`src/rtl/systolic_feeder_if.sv`:
```
// Load channel of the systolic feeder: one beat carries column k of both operands,
// lane i packed at bits [i*DATA_W +: DATA_W].
interface systolic_feeder_if #(
  parameter int LANES  = 4,
  parameter int DATA_W = 8
) ();
  logic                    ld_valid;
  logic                    ld_ready;
  logic [LANES*DATA_W-1:0] ld_a;
  logic [LANES*DATA_W-1:0] ld_b;

  modport master (output ld_valid, ld_a, ld_b, input ld_ready);
  modport slave  (input ld_valid, ld_a, ld_b, output ld_ready);
endinterface

```
`src/rtl/systolic_feeder.sv`:
```
// Buffers L operand columns, then streams them into a row of PEs with a one-step
// skew per lane so lane i sees entry c-i at step c.
//
// state  | meaning
// IDLE   | waiting for start; len latched and clipped to DEPTH
// LOAD   | accepting load beats into buffer entries 0..L-1
// CLEAR  | single cycle; pe_rst_n is driven low in the cycle after it
// STREAM | step counter runs 0..L+LANES-2, one skewed column per step
// DONE   | done pulses in the following cycle, then back to IDLE
module systolic_feeder #(
  parameter int LANES  = 4,
  parameter int DEPTH  = 8,
  parameter int DATA_W = 8
) (
  input  logic                        clk,
  input  logic                        rst,
  input  logic                        start,
  input  logic [$clog2(DEPTH+1)-1:0]  len,
  systolic_feeder_if.slave            ld,
  output logic [LANES*DATA_W-1:0]     out_a,
  output logic [LANES*DATA_W-1:0]     out_b,
  output logic [LANES-1:0]            out_valid,
  output logic                        pe_rst_n,
  output logic                        busy,
  output logic                        done
);

  localparam int LEN_W = $clog2(DEPTH+1);
  localparam int CNT_W = $clog2(DEPTH+LANES);
  localparam int IDX_W = (DEPTH > 1) ? $clog2(DEPTH) : 1;
  localparam int VEC_W = LANES*DATA_W;

  typedef enum logic [2:0] {IDLE, LOAD, CLEAR, STREAM, DONE} state_t;

  state_t             state_q;
  logic [LEN_W-1:0]   len_q;
  logic [LEN_W-1:0]   beat_q;
  logic [CNT_W-1:0]   step_q;
  logic [VEC_W-1:0]   mem_a_q [DEPTH];
  logic [VEC_W-1:0]   mem_b_q [DEPTH];
  logic [VEC_W-1:0]   out_a_q, out_a_d;
  logic [VEC_W-1:0]   out_b_q, out_b_d;
  logic [LANES-1:0]   out_valid_q, out_valid_d;
  logic               pe_rst_n_q;
  logic               done_q;
  logic [LEN_W-1:0]   len_clip;
  logic [CNT_W-1:0]   last_step;
  logic               beat_fire;

  assign len_clip  = (len > LEN_W'(DEPTH)) ? LEN_W'(DEPTH) : len;
  assign beat_fire = ld.ld_valid && (state_q == LOAD);
  assign last_step = CNT_W'(len_q) + CNT_W'(LANES - 1) - CNT_W'(1);

  // Buffer holds no reset: contents only matter for entries written by the current job.
  always_ff @(posedge clk) begin
    if (rst && beat_fire) begin
      mem_a_q[IDX_W'(beat_q)] <= ld.ld_a;
      mem_b_q[IDX_W'(beat_q)] <= ld.ld_b;
    end
  end

  // Range test before subtraction keeps c-i from wrapping into a valid index.
  always_comb begin
    logic [IDX_W-1:0] idx;
    out_a_d     = '0;
    out_b_d     = '0;
    out_valid_d = '0;
    idx         = '0;
    if (state_q == STREAM) begin
      for (int i = 0; i < LANES; i++) begin
        if ((step_q >= CNT_W'(i)) && ((step_q - CNT_W'(i)) < CNT_W'(len_q))) begin
          idx = IDX_W'(step_q - CNT_W'(i));
          out_a_d[i*DATA_W +: DATA_W] = mem_a_q[idx][i*DATA_W +: DATA_W];
          out_b_d[i*DATA_W +: DATA_W] = mem_b_q[idx][i*DATA_W +: DATA_W];
          out_valid_d[i] = 1'b1;
        end
      end
    end
  end

  always_ff @(posedge clk) begin
    if (!rst) begin
      state_q     <= IDLE;
      len_q       <= '0;
      beat_q      <= '0;
      step_q      <= '0;
      out_a_q     <= '0;
      out_b_q     <= '0;
      out_valid_q <= '0;
      pe_rst_n_q  <= 1'b0;
      done_q      <= 1'b0;
    end else begin
      out_a_q     <= out_a_d;
      out_b_q     <= out_b_d;
      out_valid_q <= out_valid_d;
      pe_rst_n_q  <= (state_q != CLEAR);
      done_q      <= 1'b0;
      case (state_q)
        IDLE: begin
          if (start) begin
            len_q   <= len_clip;
            beat_q  <= '0;
            step_q  <= '0;
            state_q <= (len_clip == '0) ? DONE : LOAD;
          end
        end
        LOAD: begin
          if (beat_fire) begin
            beat_q <= beat_q + LEN_W'(1);
            if (beat_q == len_q - LEN_W'(1)) state_q <= CLEAR;
          end
        end
        CLEAR: begin
          step_q  <= '0;
          state_q <= STREAM;
        end
        STREAM: begin
          if (step_q == last_step) state_q <= DONE;
          else                     step_q  <= step_q + CNT_W'(1);
        end
        DONE: begin
          done_q  <= 1'b1;
          state_q <= IDLE;
        end
        default: state_q <= IDLE;
      endcase
    end
  end

  assign ld.ld_ready = (state_q == LOAD);
  assign busy        = (state_q != IDLE);
  assign out_a       = out_a_q;
  assign out_b       = out_b_q;
  assign out_valid   = out_valid_q;
  assign pe_rst_n    = pe_rst_n_q;
  assign done        = done_q;

endmodule

```
`src/flat_wrapper.sv`:
```
// flat-port wrapper written by rule: the top's interface ports become plain ports
module systolic_feeder_flat 
#(
  parameter int LANES  = 4,
  parameter int DEPTH  = 8,
  parameter int DATA_W = 8
)
  (clk, rst, start, len, out_a, out_b, out_valid, pe_rst_n, busy, done, ld_ld_valid, ld_ld_a, ld_ld_b, ld_ld_ready);
  systolic_feeder_if #(.LANES(LANES), .DATA_W(DATA_W)) ld_i ();
  input  logic clk;
  input  logic rst;
  input  logic start;
  input  logic [$clog2(DEPTH+1)-1:0] len;
  output logic [LANES*DATA_W-1:0] out_a;
  output logic [LANES*DATA_W-1:0] out_b;
  output logic [LANES-1:0] out_valid;
  output logic pe_rst_n;
  output logic busy;
  output logic done;
  input wire logic [$bits(ld_i.ld_valid)-1:0] ld_ld_valid;
  input wire logic [$bits(ld_i.ld_a)-1:0] ld_ld_a;
  input wire logic [$bits(ld_i.ld_b)-1:0] ld_ld_b;
  output wire logic [$bits(ld_i.ld_ready)-1:0] ld_ld_ready;
  assign ld_i.ld_valid = ld_ld_valid;
  assign ld_i.ld_a = ld_ld_a;
  assign ld_i.ld_b = ld_ld_b;
  assign ld_ld_ready = ld_i.ld_ready;
  systolic_feeder #(.LANES(LANES), .DEPTH(DEPTH), .DATA_W(DATA_W)) u_core (.clk(clk), .rst(rst), .start(start), .len(len), .ld(ld_i), .out_a(out_a), .out_b(out_b), .out_valid(out_valid), .pe_rst_n(pe_rst_n), .busy(busy), .done(done));
endmodule
```
`config.mk`:
```
export PLATFORM = sky130hd
export DESIGN_NAME = systolic_feeder_flat
export DESIGN_NICKNAME = d
export VERILOG_FILES = /design/src/rtl/systolic_feeder_if.sv /design/src/rtl/systolic_feeder.sv /design/src/flat_wrapper.sv
export SDC_FILE = /design/constraint.sdc
export NUM_CORES = 1
export LEC_CHECK = 0
export CORE_AREA = 2 2 206 208
export DETAILED_ROUTE_END_ITERATION = 10
export DIE_AREA = 0 0 208 210
export GPL_TIMING_DRIVEN = 0
export PLACE_DENSITY = 0.81
export SYNTH_ARGS = -nofsm -noshare
export SYNTH_HDL_FRONTEND = slang
export SYNTH_SLANG_ARGS = --single-unit
```
`constraint.sdc`:
```
create_clock -name clk -period 11.5 [get_ports clk]
set_clock_uncertainty 0.15 [all_clocks]
set_input_delay 1.725 -clock clk [delete_from_list [all_inputs] [get_ports clk]]
set_output_delay 1.725 -clock clk [all_outputs]
set_load 0.01 [all_outputs]
```
==> impl_results.md <==
- Outcome: completed
- Synth area leaders: edfxtp_1 68%, mux4_2 13%, dfxtp_1 7.5%
- Max-slew violation count: 0
- Post-synth EDFFs: about 510
- ANT nets after route: 0
- Root Driver: clkbuf_16
- Final Cycle Share: 0.425
- Min-Delay Path Class: flop to flop
- Clock transition at the registers of the reported paths: about 70 ps
- Synth cell types: between 50 and 60
- Vias in the first global route: between 10000 and 15000
- Clk sinks: 597
- Peak supply drop: ~0.00012 V
- Initial drt markers: around 1200
- Initial antenna violation count: 5
- IO Count: 144
- Hold Fails Final Rpt: 0
- RSZ-0062 raised after global routing: no
- Worst path bufs/invs: 8
- Critical path capture point type: flop
- Top delay family on crit path: buffers and inverters
- Rows: 75
- Largest fanout on the critical path: 10
- Worst Setup EP: u_core.out_b[12]
- Input/output buffers: 143
- Critical path, cell by cell: buf_4 -> clkbuf_1 -> inv_1 -> ha_1 -> buf_2 -> buf_2 -> inv_1 -> ha_1 -> nor2b_1 -> o21a_1 -> o21a_1 -> clkbuf_2 -> buf_1 -> nor3_2
- Internal reg-to-reg setup slack: about 6600 ps
- Max Freq: 205 MHz
- Final Routed Wirelength: about 50000 um
- Post-CTS Repair Setup Buffers: 0
- Starting density of the core: 0.544
- Overall power: about 5 mW
- Post-synthesis instance total: approximately 1100
- R2r worst-path depth: 14
- Pin count of the biggest net entering global routing: 26
- Register area: 0.0171 mm^2
- Max Cap Viol: 0
- Syn_area_per_cell: approximately 21 um^2
- CTS tree: built
- Total congestion overflow: 0
- Setup Viol. Count Final: 0
- First-pass GRT wire length: roughly 75000 um
- Seq/Total Area, Yosys: 0.757
- Die outline height: between 200 and 250 um
- Max_slew headroom: 0.384
- Cell taking the most area after synthesis: edfxtp_1
- Reg-to-reg startpoint: u_core.step_q[1]
- Multi-input gate area: a little over 0.005 mm^2
- LEAKAGE: about 8.9 nW
- Post-CTS sizing: 0
- PD cells: ~190 mW/mm^2
- Proportion of netlist area held by the largest area contributor: 0.682
- Prevailing post-synth register cell: edfxtp_1
- FILL cells: between 2000 and 3000
- Worst Max-Slew Pin Slew: 911 ps
- Vias: between 10000 and 15000
- Residual DRC: 0
- Layout Nets: 1420
- End of the worst register-to-register path: u_core.out_b[12]
- Layout cell share with drive strength beyond 1: 0.240
- Yosys warns: 0
- Skew-Pair Late Insertion Delay: 600 ps
- Launch point of the worst path: u_core.step_q[1]
- Flop and latch count out of synthesis: slightly below 600
- Area Overhead vs Synth: 20.3%
- Hold-fix buffer count after cts: 0
- Worst EP required: approximately 12000 ps
- GRT Util Overall: 0.231
- Htree depth: 2
- Clock Path Buffers: 3
- Die W: about 210 um
- Slowest cell delay on critical path: between 600 and 700 ps
- Critical Path AT: 5170 ps
- Drt via density: around 6
- Routability cong.: around 0.79
- DIE AREA: between 0.04 and 0.05 mm^2
- Core area: approximately 0.041 mm^2
- Async set-reset flop share out of synthesis: 0
- CP Launch Type: flop
- Top-count cell post-synth: edfxtp_1
- Synthesized area: around 0.023 mm^2
- Wire length per cell: between 20 and 30 um
- DP HPWL: approximately 31000 um
- CP max-delay cell: buf_1
- DRT Pass-1 Iters: 8
- Inserted Clock Buffers: 56
- Syn nets: 1186
- Critical path depth: 14
- Commonest cells post-synth: 512 x edfxtp_1, 128 x mux4_2, 85 x dfxtp_1, 50 x mux2i_1, 48 x nand2_1
- Crit Path Category: flop to flop
- Utilization after layout: 0.654
- Fin crit period: between 4000 and 5000 ps
==> how the worst min path moves through the flow <==
stage,from,end,cells past startpoint
after floorplan,u_core.len_q[1],u_core.len_q[1],2
after global placement,u_core.len_q[1],u_core.len_q[1],2
after detailed placement,u_core.len_q[1],u_core.len_q[1],2
after CTS,u_core.len_q[1],u_core.len_q[1],2
after global routing,u_core.len_q[3],u_core.len_q[3],2
final,u_core.len_q[3],u_core.len_q[3],2
==> kinds of logic (layout without fill, tap and decap cells) <==
logic type                 count (synthesis)  in the layout  synth area share
AOI/OAI and AO/OA                         49             49            0.0147
xor gates and xnor gates                  15             15           0.00716
adders and majority gates                 27             27            0.0150
buffers and inverters                     73            353            0.0176
DFF                                      597            597             0.757
muxes                                    178            178             0.150
other                                      0              3                 0
and+or+nand+nor                          148            148            0.0384
==> layer usage <==
| metal | part of all wire | wire (um) | up-vias | global-route usage |
|---|---|---|---|---|
| li1 | - | - | 4866 | - |
| met1 | 0.39 | 19800 | 5979 | 0.304 |
| met2 | 0.51 | 25800 | 510 | 0.395 |
| met3 | 0.070 | 3500 | 94 | 0.0428 |
| met4 | 0.023 | 1150 | 6 | 0.0753 |
| met5 | 0.00078 | 39 | - | 0 |
==> registers in the layout, summed over array words and instances, names as in the netlist <==
signal	flops
u_core.out_b	32
u_core.out_valid	4
u_core.out_a	32
u_core.state_q	3
u_core.step_q	4
u_core.pe_rst_n	1
u_core.mem_b_q	256
u_core.beat_q	4
u_core.len_q	4
u_core.mem_a_q	256
u_core.done	1
==> through the flow <==
step / cell area, um^2 / TNS (ps) / std cells / hold slack (ps) / setup slack (ps)
finish: 27100 / 0 / 1909 / 395 / 6610
global route: 27100 / 0 / 1907 / 424 / 6330
CTS: 27100 / 0 / 1906 / 389 / 6580
detailed placement: 25300 / 0 / 1802 / 382 / 6690
global placement: 24700 / -97340 / 1769 / 352 / -893
floorplan: 22600 / 0 / 1087 / 308 / 4280
==> cell usage in the layout (no fill, tap or decap), types with 4 or more instances in the layout <==
cell type,netlist,layout
a21oi_1,19,19
xor2_1,9,9
edfxtp_1,512,512
ha_1,27,27
inv_1,13,13
buf_12,0,11
nor3_1,27,25
nand2_1,48,48
buf_4,7,7
mux2i_1,50,50
buf_16,0,6
buf_6,10,24
bufinv_16,0,4
clkbuf_1,17,25
clkinv_1,1,9
clkbuf_8,0,7
nor2_4,0,6
clkdlybuf4s50_1,0,143
nor2b_1,4,4
dfxtp_1,85,85
a21boi_0,6,6
clkbuf_16,0,58
nor3_2,28,30
nor2_1,14,8
nand3b_1,4,4
buf_1,5,5
clkinv_2,0,15
buf_2,17,17
mux4_2,128,128
o21a_1,6,6
==> tightest hold or removal path: cells and delay by family (launching register included) <==
kind / cells / cell delay (ps)
simple gates: 1 / 70
flops: 1 / 360
compound gates: 1 / 70
==> area by class of cell <==
class,count,share of cell area
buffer,57,0.0124
clock inverter,31,0.00977
clock buffer,73,0.0581
antenna,3,0.000277
sequential,597,0.629
inverter,16,0.00221
timing repair buffer,176,0.0739
multi-input combinational,417,0.189
tap,539,0.0248
==> power breakdown <==
group	switching [mW]	internal, mW	total, mW
Clock	0.778	1.05	1.83
Sequential	0.0192	2.39	2.41
Combinational	0.444	0.407	0.852
Total	1.24	3.85	5.09
(Power assumes the default switching activity.)
